### src/rtl/uart_loopback_fifo.sv
// RX-to-TX elastic byte buffer: a circular FIFO filled on rx_done and drained
// into the UART transmitter one byte at a time by a small start/busy/done sequencer.
module uart_loopback_fifo #(
    parameter int DEPTH  = 16,
    parameter int DATA_W = 8
) (
    input  logic                    clk,
    input  logic                    reset,
    input  logic [DATA_W-1:0]       rx_data,
    input  logic                    rx_done,
    output logic                    tx_start,
    output logic [DATA_W-1:0]       tx_data,
    input  logic                    tx_busy,
    input  logic                    tx_done,
    output logic [$clog2(DEPTH):0]  count,
    output logic                    empty,
    output logic                    full,
    output logic                    overflow,
    input  logic                    ovf_clr
);

    localparam int AW = $clog2(DEPTH);
    localparam int CW = AW + 1;

    localparam logic [1:0] ST_IDLE      = 2'd0;
    localparam logic [1:0] ST_LAUNCH    = 2'd1;
    localparam logic [1:0] ST_WAIT_BUSY = 2'd2;
    localparam logic [1:0] ST_WAIT_DONE = 2'd3;

    logic [DATA_W-1:0] mem_q [DEPTH];
    logic [AW-1:0]     wptr_q, wptr_d;
    logic [AW-1:0]     rptr_q, rptr_d;
    logic [CW-1:0]     count_q, count_d;
    logic [1:0]        state_q, state_d;
    logic              ovf_q, ovf_d;
    logic              tx_start_q, tx_start_d;
    logic [DATA_W-1:0] tx_data_q, tx_data_d;
    logic              pop_s, wr_s, drop_s;

    assign empty    = (count_q == {CW{1'b0}});
    assign full     = (count_q == CW'(DEPTH));
    assign count    = count_q;
    assign overflow = ovf_q;
    assign tx_start = tx_start_q;
    assign tx_data  = tx_data_q;

    // A pop frees a slot in the same cycle, so a write into a full FIFO is accepted then.
    assign pop_s  = (state_q == ST_IDLE) && !empty && !tx_busy;
    assign wr_s   = rx_done && (!full || pop_s);
    assign drop_s = rx_done && full && !pop_s;

    // Sequencer next state
    always_comb begin
        state_d = state_q;
        case (state_q)
            ST_IDLE: begin
                if (pop_s) state_d = ST_LAUNCH;
                else       state_d = ST_IDLE;
            end
            ST_LAUNCH:    state_d = ST_WAIT_BUSY;
            ST_WAIT_BUSY: begin
                if (tx_busy)      state_d = ST_WAIT_DONE;
                else if (tx_done) state_d = ST_IDLE;
                else              state_d = ST_WAIT_BUSY;
            end
            ST_WAIT_DONE: begin
                if (tx_done) state_d = ST_IDLE;
                else         state_d = ST_WAIT_DONE;
            end
            default:      state_d = ST_IDLE;
        endcase
    end

    // Pointer, count, overflow and output-register next values
    always_comb begin
        wptr_d     = wptr_q;
        rptr_d     = rptr_q;
        count_d    = count_q;
        ovf_d      = ovf_q;
        tx_data_d  = tx_data_q;
        tx_start_d = (state_d == ST_LAUNCH);
        if (wr_s) wptr_d = wptr_q + AW'(1);
        else      wptr_d = wptr_q;
        if (pop_s) begin
            rptr_d    = rptr_q + AW'(1);
            tx_data_d = mem_q[rptr_q];
        end else begin
            rptr_d    = rptr_q;
            tx_data_d = tx_data_q;
        end
        case ({wr_s, pop_s})
            2'b10:   count_d = count_q + CW'(1);
            2'b01:   count_d = count_q - CW'(1);
            default: count_d = count_q;
        endcase
        // Setting has priority so a drop coinciding with a clear is never lost.
        if (drop_s)       ovf_d = 1'b1;
        else if (ovf_clr) ovf_d = 1'b0;
        else              ovf_d = ovf_q;
    end

    // State registers with synchronous active-low reset
    always_ff @(posedge clk) begin
        if (!reset) begin
            state_q    <= ST_IDLE;
            wptr_q     <= {AW{1'b0}};
            rptr_q     <= {AW{1'b0}};
            count_q    <= {CW{1'b0}};
            ovf_q      <= 1'b0;
            tx_start_q <= 1'b0;
            tx_data_q  <= {DATA_W{1'b0}};
        end else begin
            state_q    <= state_d;
            wptr_q     <= wptr_d;
            rptr_q     <= rptr_d;
            count_q    <= count_d;
            ovf_q      <= ovf_d;
            tx_start_q <= tx_start_d;
            tx_data_q  <= tx_data_d;
        end
    end

    // Storage array; contents are deliberately left unreset
    always_ff @(posedge clk) begin
        if (reset && wr_s) begin
            mem_q[wptr_q] <= rx_data;
        end
    end

endmodule

### config.mk
export PLATFORM = sky130hd
export DESIGN_NAME = uart_loopback_fifo
export DESIGN_NICKNAME = d
export VERILOG_FILES = /design/src/rtl/uart_loopback_fifo.sv
export SDC_FILE = /design/constraint.sdc
export NUM_CORES = 1
export LEC_CHECK = 0
export ABC_AREA = 1
export BUFFER_PORTS_ARGS = -buffer_cell sky130_fd_sc_hd__buf_2
export CELL_PAD_IN_SITES_DETAIL_PLACEMENT = 0
export CELL_PAD_IN_SITES_GLOBAL_PLACEMENT = 1
export CORE_MARGIN = 3
export CORE_UTILIZATION = 48
export DETAILED_ROUTE_END_ITERATION = 10
export PLACE_DENSITY = 0.85
export SLEW_MARGIN = 20
export SYNTH_ARGS = -nofsm -noshare
export SYNTH_HDL_FRONTEND = slang
export SYNTH_SLANG_ARGS = --single-unit
export TNS_END_PERCENT = 5
### constraint.sdc
create_clock -name clk -period 2.7 [get_ports clk]
set_input_delay 0.135 -clock clk [delete_from_list [all_inputs] [get_ports clk]]
set_output_delay 0.135 -clock clk [all_outputs]
set_load 0.01 [all_outputs]
==> impl_metrics.ini, run 1 <==
[run_status]
status = completed

[place]
dp_cells = 869
routabilityCongestion = 0.9761
detailed_place_hpwl_um = 9552
numPortBuffers = 30

[global_routing]
grt_pass1_vias = 4477
grt_usage_pct = 19.09
gr-total-overflow = 0
grt_max_degree = 67
antenna_found_initial = 0
grt_pass1_wl_um = 22950

[timing]
setup_violations = 0
period_share_pct = 82.31
max_slew_margin_pct = 50.96
slew_violations = 0
tns_ps = 0
clock_skew_ps = 4.610
max_freq_mhz = 450.0
worst_pin_slew_ps = 732.9
hold_viol_final = 0
rsz0062_at_grt = no
min_period_ps = 2222

[route]
remaining_drc_errors = 0
drt-initial-drc-count = 315
ant_nets = 0
dr.pass1.iters = 5
wire_per_inst_um = 16.00
num_vias = 4558
wl_um = 14420
viasPerCell = 5.059

[clock_tree]
tritoncts = done
clk_pin_slew_ps = 60
post_cts_buffers = 0
ctsResizeCount = 0
cts-buffers-inserted = 17
clockBufferDepth = 2
cts.sinks = 153
root_buffer = clkbuf_16
cts_max_level = 4
ctsHoldBuffers = 1
insertion_delay_ps = 420

[finish]
stdcell_count = 901
drive_above_1_share_pct = 13.24
area_growth_pct = 11.93
nets = 736
diodes = 0
final_util_pct = 56.36

[yosys]
synth_warnings = 0
synth_cell_types = 28
syn_nets = 707
synth-seq-cells = 153
avgSynthCellArea_um2 = 9.980
synth_cells = 684
synth_area_mm2 = 0.006827
ys_seq_area_share_pct = 63.64

[min_path]
min_path_type = in2reg

[worst_setup_path]
crit_fanout = 9
start_kind = flip-flop
cp_data_required_time_ps = 3010
endpoint_kind = flip-flop
critPathKind = reg2reg
worstPathArrival_ps = 2540

[power_and_ir_drop]
vdd_drop_max_mv = 0.6232
power_leakage_nw = 3.252
powerDensity_mw_per_mm2 = 951.2

[floorplanning]
start_util_pct = 50.35
dieHeight_um = 125.3
die_area_mm2 = 0.01569
core-area_mm2 = 0.01356
rows = 42
ios = 31
fp.dieW_um = 125.3

[run]
drv_cap = 0
[flip-flops by register name, indices dropped and copies added (netlist names)]
name / cells
tx_data: 8
rptr_q: 4
state_q: 2
count: 5
overflow: 1
mem_q: 128
tx_start: 1
wptr_q: 4
[layer usage]
| metal | track usage (%) | wire length [um] | up-vias |
|---|---|---|---|
| li1 | - | - | 2276 |
| met1 | 25.15 | 6463 | 2153 |
| met2 | 31.22 | 6984 | 103 |
| met3 | 4.051 | 694 | 26 |
| met4 | 7.462 | 278 | 0 |
| met5 | 0 | 0 | - |
[cell usage after synthesis]
library cell | n | area share (%)
edfxtp_1 | 128 | 56
a21oi_2 | 1 | 0.13
o21ai_2 | 1 | 0.13
nor2_2 | 2 | 0.18
inv_1 | 85 | 4.7
xor2_1 | 4 | 0.51
nor3_2 | 1 | 0.15
o21bai_1 | 1 | 0.11
ha_1 | 8 | 1.5
buf_6 | 11 | 1.8
nor2_8 | 1 | 0.29
buf_2 | 10 | 0.73
nand3_1 | 91 | 6.7
nand2_1 | 191 | 11
a21oi_1 | 11 | 0.81
o21ai_0 | 15 | 1.1
buf_4 | 2 | 0.22
inv_2 | 7 | 0.38
fa_1 | 1 | 0.29
nand3_2 | 9 | 1.3
buf_1 | 1 | 0.055
nor2_1 | 66 | 3.6
nand2_4 | 2 | 0.33
buf_12 | 1 | 0.29
nand2_2 | 2 | 0.18
clkbuf_1 | 5 | 0.27
clkinv_1 | 2 | 0.11
dfxtp_1 | 25 | 7.3
[stage by stage]
stage	worst slack [ps]	instance area (um2)	total power, mW	hold WS (ps)
6_report	477.6	7641	7.268	29.71
5_1_grt	268.9	7641	7.678	35.71
4_1_cts	481.6	7641	7.311	18.22
3_5_place_dp	490.7	7047	4.990	389.3
3_3_place_gp	575.0	7047	4.945	390.9
2_1_floorplan	709.1	6827	4.527	233.9
[layout make-up]
cell class,instances,area (um2)
repair buffers,40,240.2
flip-flops and latches,153,4345
clock buffers,18,429.2
inverters,94,352.8
well taps,176,220.2
fillers,1192,5917
clock inverters,13,155.1
multi-input cells,407,1898
[worst paths after layout]
kind / from / endpoint / slack, ps / depth (start not counted)
max reg2reg: count[1]$_SDFFE_PN0P_ / count[4]$_SDFFE_PN0P_ / 480 / 15
min reg2reg: overflow$_SDFFE_PN0P_ / overflow$_SDFFE_PN0P_ / 470 / 2
max: count[1]$_SDFFE_PN0P_ / count[4]$_SDFFE_PN0P_ / 480 / 15
min: rx_done / overflow$_SDFFE_PN0P_ / 30 / 3
[layout by cell type, fill, tap and decap left out, types with 9 or more instances in the layout]
| cell type | n |
|---|---|
| nor2_1 | 66 |
| clkbuf_16 | 17 |
| a21oi_1 | 11 |
| nand3_2 | 9 |
| o21ai_0 | 15 |
| nand3_1 | 91 |
| dfxtp_1 | 24 |
| edfxtp_1 | 128 |
| inv_1 | 85 |
| nand2_1 | 191 |
| buf_2 | 30 |
[logic make-up (layout without fill, tap and decap cells)]
logic type               after synthesis  count (layout)  share of synthesized area [%]
AND/OR/NAND/NOR                      365             365                          23.26
flip-flops                           153             153                          63.64
buffers and inverters                124             165                          8.560
AO/OA/AOI/OAI                         29              29                          2.273
adder cells (fa/ha/maj)                9               9                          1.760
XOR/XNOR                               4               4                         0.5131
[report_power, final]
group	switching (mW)	internal, mW	total, mW
logic	1.42	0.671	2.09
clock network	0.885	1.44	2.32
registers	0.136	2.72	2.85
total	2.44	4.82	7.27
[critical path: stages, from the launching register on]
cell and delay [ps]:
dfxtp_1 350, nor2_1 200, nand3_2 130, nand2_4 130, inv_2 50, nand2_1 90, inv_1 110, fa_1 410
nand2_1 90, nand2_1 50, a21oi_1 180, nand2_1 70, nand2_1 90, nand3_1 70, nand2_1 60, nor2_1 40
No activity file was read; power rests on OpenSTA's default activity.
==> run 2, diff against run 1 <==
ABC_AREA = 0   (was 1)
CORE_UTILIZATION = 47   (was 48)
PLACE_DENSITY = 0.81   (was 0.85)
clock period = 2 ns   (was 2.7 ns; I/O delays follow)
==> run 2 against run 1 <==
The run now ends with setup timing left. Maximum frequency grew 5.6%. Combinational power shrank 13%. Clock-buffer cell count grew 1. Sequential cell count is the same. Cell area shrank 0.36%. Die area shrank 7.2%.
==> impl_metrics.ini, run 2 <==
[finish]
area_growth_pct = 23.18
nets = 484
final_util_pct = 59.84
mostFrequentLayoutCell = edfxtp_1
drive_above_1_share_pct = 31.65
top_register = mem_q
diodes = 0
largest_reg_flops = 128
layout_common_cells = edfxtp_1, mux2i_1, buf_4

[yosys]
synth_warnings = 0
synthFlopType = edfxtp_1
async_flop_share_pct = 0
synth-seq-cells = 153
synth_cells = 385
yosysTopAreaCell = edfxtp_1
synth_area_mm2 = 0.006181
ys_seq_area_share_pct = 70.28
avgSynthCellArea_um2 = 16.05
synth.area.top_cells = edfxtp_1, dfxtp_1, mux2i_1
syn_nets = 408
synth_edf_count = 128
synth_top_area_share_pct = 62.19
yosysMostFrequentCell = edfxtp_1
synth_commonest_cells = edfxtp_1, mux2i_1, nor2_1
synth_cell_types = 45

[place]
numPortBuffers = 30
routabilityCongestion = 0.7984
detailed_place_hpwl_um = 8313
pre_cts_ws_ps = -272.7

[power_and_ir_drop]
powerDensity_mw_per_mm2 = 1158
finalPower_mw = 8.818
vdd_drop_max_mv = 0.6101
power_leakage_nw = 2.576

[timing]
min_period_ps = 2104
hold_viol_final = 0
slew_violations = 0
layout_setup_ws_ps = -103.7
period_share_pct = 105.2
max_freq_mhz = 475.3
clock_skew_ps = 8.249
rsz0062_at_grt = yes
setup_violations = 3
worst_pin_slew_ps = 475.3
hold_ws_ps = 43.65
max_slew_margin_pct = 68.28

[global_routing]
antenna_found_initial = 0
grt_max_degree = 35
gr-total-overflow = 0
grt_pass1_wl_um = 20490
grt_pass1_vias = 3723
grt_usage_pct = 19.31

[worst_setup_path]
crit_cells = 8
worstPathArrival_ps = 2410
critPathKind = reg2reg
worst_path_largest_cell_delay_ps = 390
crit_chain = nor4_4 > a211oi_4 > buf_6 > fa_2 > nand3_4 > nand2_1 > a41o_1 > o31a_1
endpoint_kind = flip-flop
worstRegToRegCells = 8
cp_data_required_time_ps = 2310
critPathBufInv = 1
start_kind = flip-flop
crit_fanout = 4
crit_slowest_cell = fa_2
crit_family = simple AND/OR/NAND/NOR gates

[clock_tree]
root_buffer = clkbuf_16
cts-buffers-inserted = 17
clockBufferDepth = 2
tritoncts = done
cts_max_level = 4
cts.sinks = 153
clk_pin_slew_ps = 60
insertion_delay_ps = 420

[floorplanning]
die_area_mm2 = 0.01456
rows = 41
start_util_pct = 48.58
core-area_mm2 = 0.01272
fp.dieW_um = 120.7
ios = 31
dieHeight_um = 120.7

[route]
ant_nets = 0
dr.pass1.iters = 4
wire_per_inst_um = 20.48
remaining_drc_errors = 0
drt-initial-drc-count = 282
viasPerCell = 5.551
wl_um = 13230
num_vias = 3586

[run]
drv_cap = 0

[run_status]
violations = setup timing
status = complete, but fails checks

[min_path]
min_path_cells = 3
min_path_type = in2reg
-- run 2: cell count changes after synthesis, sizes merged, moves of 39 or more --
cell   delta
nand2   -179
nand3    -94
inv      -87
nor2     -42
mux2i    +39
-- run 2: power by group --
group | switching (mW) | internal [mW]
Sequential | 0.0982 | 3.60
Clock | 1.23 | 2.08
Combinational | 0.975 | 0.839
-- run 2: area by class of cell --
class                   count  area (um2)
flip-flops and latches    153        4348
well taps                 172       215.2
repair buffers             76       558.0
inverters                   5       18.77
clock buffers              19       432.9
multi-input cells         208        1862
clock inverters            13       178.9
fillers                  1017        5109
-- run 2: timing repair --
| action | CTS | global route |
|---|---|---|
| pin swaps | 6 | 0 |
| endpoints found under the hold margin | 3 | 0 |
| hold buffers | 2 | 0 |
| setup endpoints to repair | 131 | 100 |
| gates resized for setup | 12 | 7 |
| setup buffers | 3 | 0 |
-- run 2: path summary, 6_finish.rpt --
check | startpoint | end | slack (ps)
hold / removal | reset | tx_data[0]$_SDFFE_PN0N_ | 40
hold reg to reg | overflow$_SDFFE_PN0P_ | overflow$_SDFFE_PN0P_ | 480
setup / recovery | count[0]$_SDFFE_PN0P_ | count[4]$_SDFFE_PN0P_ | -100
setup reg to reg | count[0]$_SDFFE_PN0P_ | count[4]$_SDFFE_PN0P_ | -100
-- run 2: cells by family after synthesis --
group                      count (synthesis)  share of synthesized area (%)
adders and majority gates                  9                          1.943
and+or+nand+nor                           76                          6.012
xor gates and xnor gates                   6                         0.8502
buffers and inverters                     24                          1.599
muxes                                     55                          12.15
AOI/OAI and AO/OA                         62                          7.166
DFF                                      153                          70.28
-- run 2: stage by stage --
| stage | area (um2) | cells | setup TNS [ps] |
|---|---|---|---|
| 5_1_grt | 7614 | 646 | -538.3 |
| 4_1_cts | 7580 | 646 | -433.3 |
| 3_5_place_dp | 6869 | 609 | -3519 |
| 3_3_place_gp | 6869 | 609 | -2237 |
| 6_report | 7614 | 646 | -197.3 |
| 2_1_floorplan | 6247 | 385 | -4751 |
-- run 2: routing by layer --
| metal | track usage (%) | up-vias | share of wire [%] |
|---|---|---|---|
| met5 | 0 | - | 0 |
| met1 | 25.72 | 1808 | 43 |
| met4 | 7.224 | 0 | 2.0 |
| li1 | - | 1654 | - |
| met3 | 4.818 | 17 | 6.5 |
| met2 | 30.91 | 107 | 48 |
-- run 2: tightest hold or removal path, cell delays in order --
cell and delay [ps]:
buf_2 170, o21ai_0 100, a31oi_1 40
==> run 3, diff against run 2 <==
SKIP_LAST_GASP = 1   (was not set)
==> run 3 against run 2 <==
The flow still finishes with violations (setup timing). Maximum frequency is essentially flat. Cell area shrank 0.41%. Sequential cell count is the same. Routed wire length shrank 0.73%. Via count is essentially flat. Non-clock buffer count is the same. Largest cell class unchanged.
==> impl_metrics.ini, run 3 (same netlist as run 2, synthesis figures left out) <==
[worst_setup_path]
cp-startpoint = count[0]$_SDFFE_PN0P_
rrSetupSlack_ps = -100
crit_fanout = 4
worstPathArrival_ps = 2410
reg2reg_to = count[4]$_SDFFE_PN0P_
cp_data_required_time_ps = 2310
start_kind = flip-flop
worstRegToRegCells = 8
timing.rr.start = count[0]$_SDFFE_PN0P_
critPathKind = reg2reg
endpoint_kind = flip-flop

[min_path]
worstHoldEndpoint = tx_data[0]$_SDFFE_PN0N_
min_path_type = in2reg
min_path_cells = 3
worstHoldStart = reset

[timing]
layout_setup_ws_ps = -103.8
min_period_ps = 2104
period_share_pct = 105.2
rsz0062_at_grt = yes
hold_viol_final = 0
clock_skew_ps = 8.838
setup_violations = 40
max_slew_margin_pct = 68.67
hold_ws_ps = 44.41
worst_pin_slew_ps = 469.5
slew_violations = 0
max_freq_mhz = 475.3

[floorplanning]
start_util_pct = 48.58
rows = 41
core-area_mm2 = 0.01272
die_area_mm2 = 0.01456
ios = 31
dieHeight_um = 120.7
fp.dieW_um = 120.7

[clock_tree]
cts-buffers-inserted = 17
cts_max_level = 4
root_buffer = clkbuf_16
clockBufferDepth = 2
tritoncts = done
clk_pin_slew_ps = 60
insertion_delay_ps = 420
cts.sinks = 153

[place]
detailed_place_hpwl_um = 8313
pre_cts_ws_ps = -272.7
routabilityCongestion = 0.7984
numPortBuffers = 30

[finish]
fill_cells = 1016
mostFrequentLayoutCell = edfxtp_1
top_register = mem_q
layout_common_cells = edfxtp_1, mux2i_1, buf_4
nets = 484
largest_reg_flops = 128
area_growth_pct = 22.67
diodes = 0
drive_above_1_share_pct = 30.59

[route]
remaining_drc_errors = 0
wire_per_inst_um = 20.33
num_vias = 3584
dr.pass1.iters = 5
drt-initial-drc-count = 281
wl_um = 13130
viasPerCell = 5.548
ant_nets = 0

[global_routing]
antenna_found_initial = 0
grt_pass1_wl_um = 20490
gr-total-overflow = 0
grt_max_degree = 35
grt_usage_pct = 19.31
grt_pass1_vias = 3728

[power_and_ir_drop]
power_leakage_nw = 2.572
finalPower_mw = 8.761
powerDensity_mw_per_mm2 = 1155
vdd_drop_max_mv = 0.6065

[run]
drv_cap = 0

[run_status]
violations = setup timing
status = complete, but fails checks
==> run 3: timing repair <==
| action | in CTS | in global routing |
|---|---|---|
| hold buffers | 2 | 0 |
| gates resized for setup | 11 | 1 |
| pin swaps | 6 | 0 |
| setup endpoints to repair | 131 | 100 |
| setup buffers | 3 | 0 |
| gates cloned | 0 | 0 |
| endpoints found under the hold margin | 3 | 0 |
==> run 3: stage by stage <==
stage | instances | setup TNS, ps | utilization, % | cell area [um2]
after detailed placement | 609 | -3519 | 53.99 | 6869
after floorplan | 385 | -4751 | - | 6247
after global placement | 609 | -2237 | 53.99 | 6869
final | 646 | -404.2 | 59.60 | 7582
after global routing | 646 | -11670 | 59.60 | 7582
after CTS | 646 | -466.7 | 59.55 | 7576
==> run 3: how the worst max path moves through the flow <==
stage / endpoint / depth (start not counted)
after floorplan: count[4]$_SDFFE_PN0P_ / 7
after global placement: count[4]$_SDFFE_PN0P_ / 8
after detailed placement: count[4]$_SDFFE_PN0P_ / 8
after CTS: count[4]$_SDFFE_PN0P_ / 8
after global routing: count[4]$_SDFFE_PN0P_ / 8
final: count[4]$_SDFFE_PN0P_ / 8
==> run 3: critical path, cell delays in order, from the launching register on <==
cell	delay, ps
dfxtp_2	330
nor4_4	370
a211oi_4	100
buf_6	150
fa_2	390
nand3_4	100
nand2_1	90
a41o_1	200
o31a_1	260
==> run 3: final cells by class <==
type | count | area, um2 | area share [%]
clock inverter | 13 | 178.9 | 2.360
multi-input combinational | 208 | 1834 | 24.19
sequential | 153 | 4348 | 57.34
inverter | 5 | 18.77 | 0.2475
timing repair buffer | 76 | 554.3 | 7.310
tap | 172 | 215.2 | 2.838
clock buffer | 19 | 432.9 | 5.710
==> run 3: where the power goes <==
part | switching, mW | internal, mW
Combinational | 0.948 | 0.806
Sequential | 0.0990 | 3.60
Clock | 1.23 | 2.08
==> run 3: layer usage <==
layer | wire (um) | track usage, %
met5 | 0 | 0
met1 | 5757 | 25.75
met2 | 6390 | 30.77
met4 | 272 | 7.436
met3 | 712 | 4.818
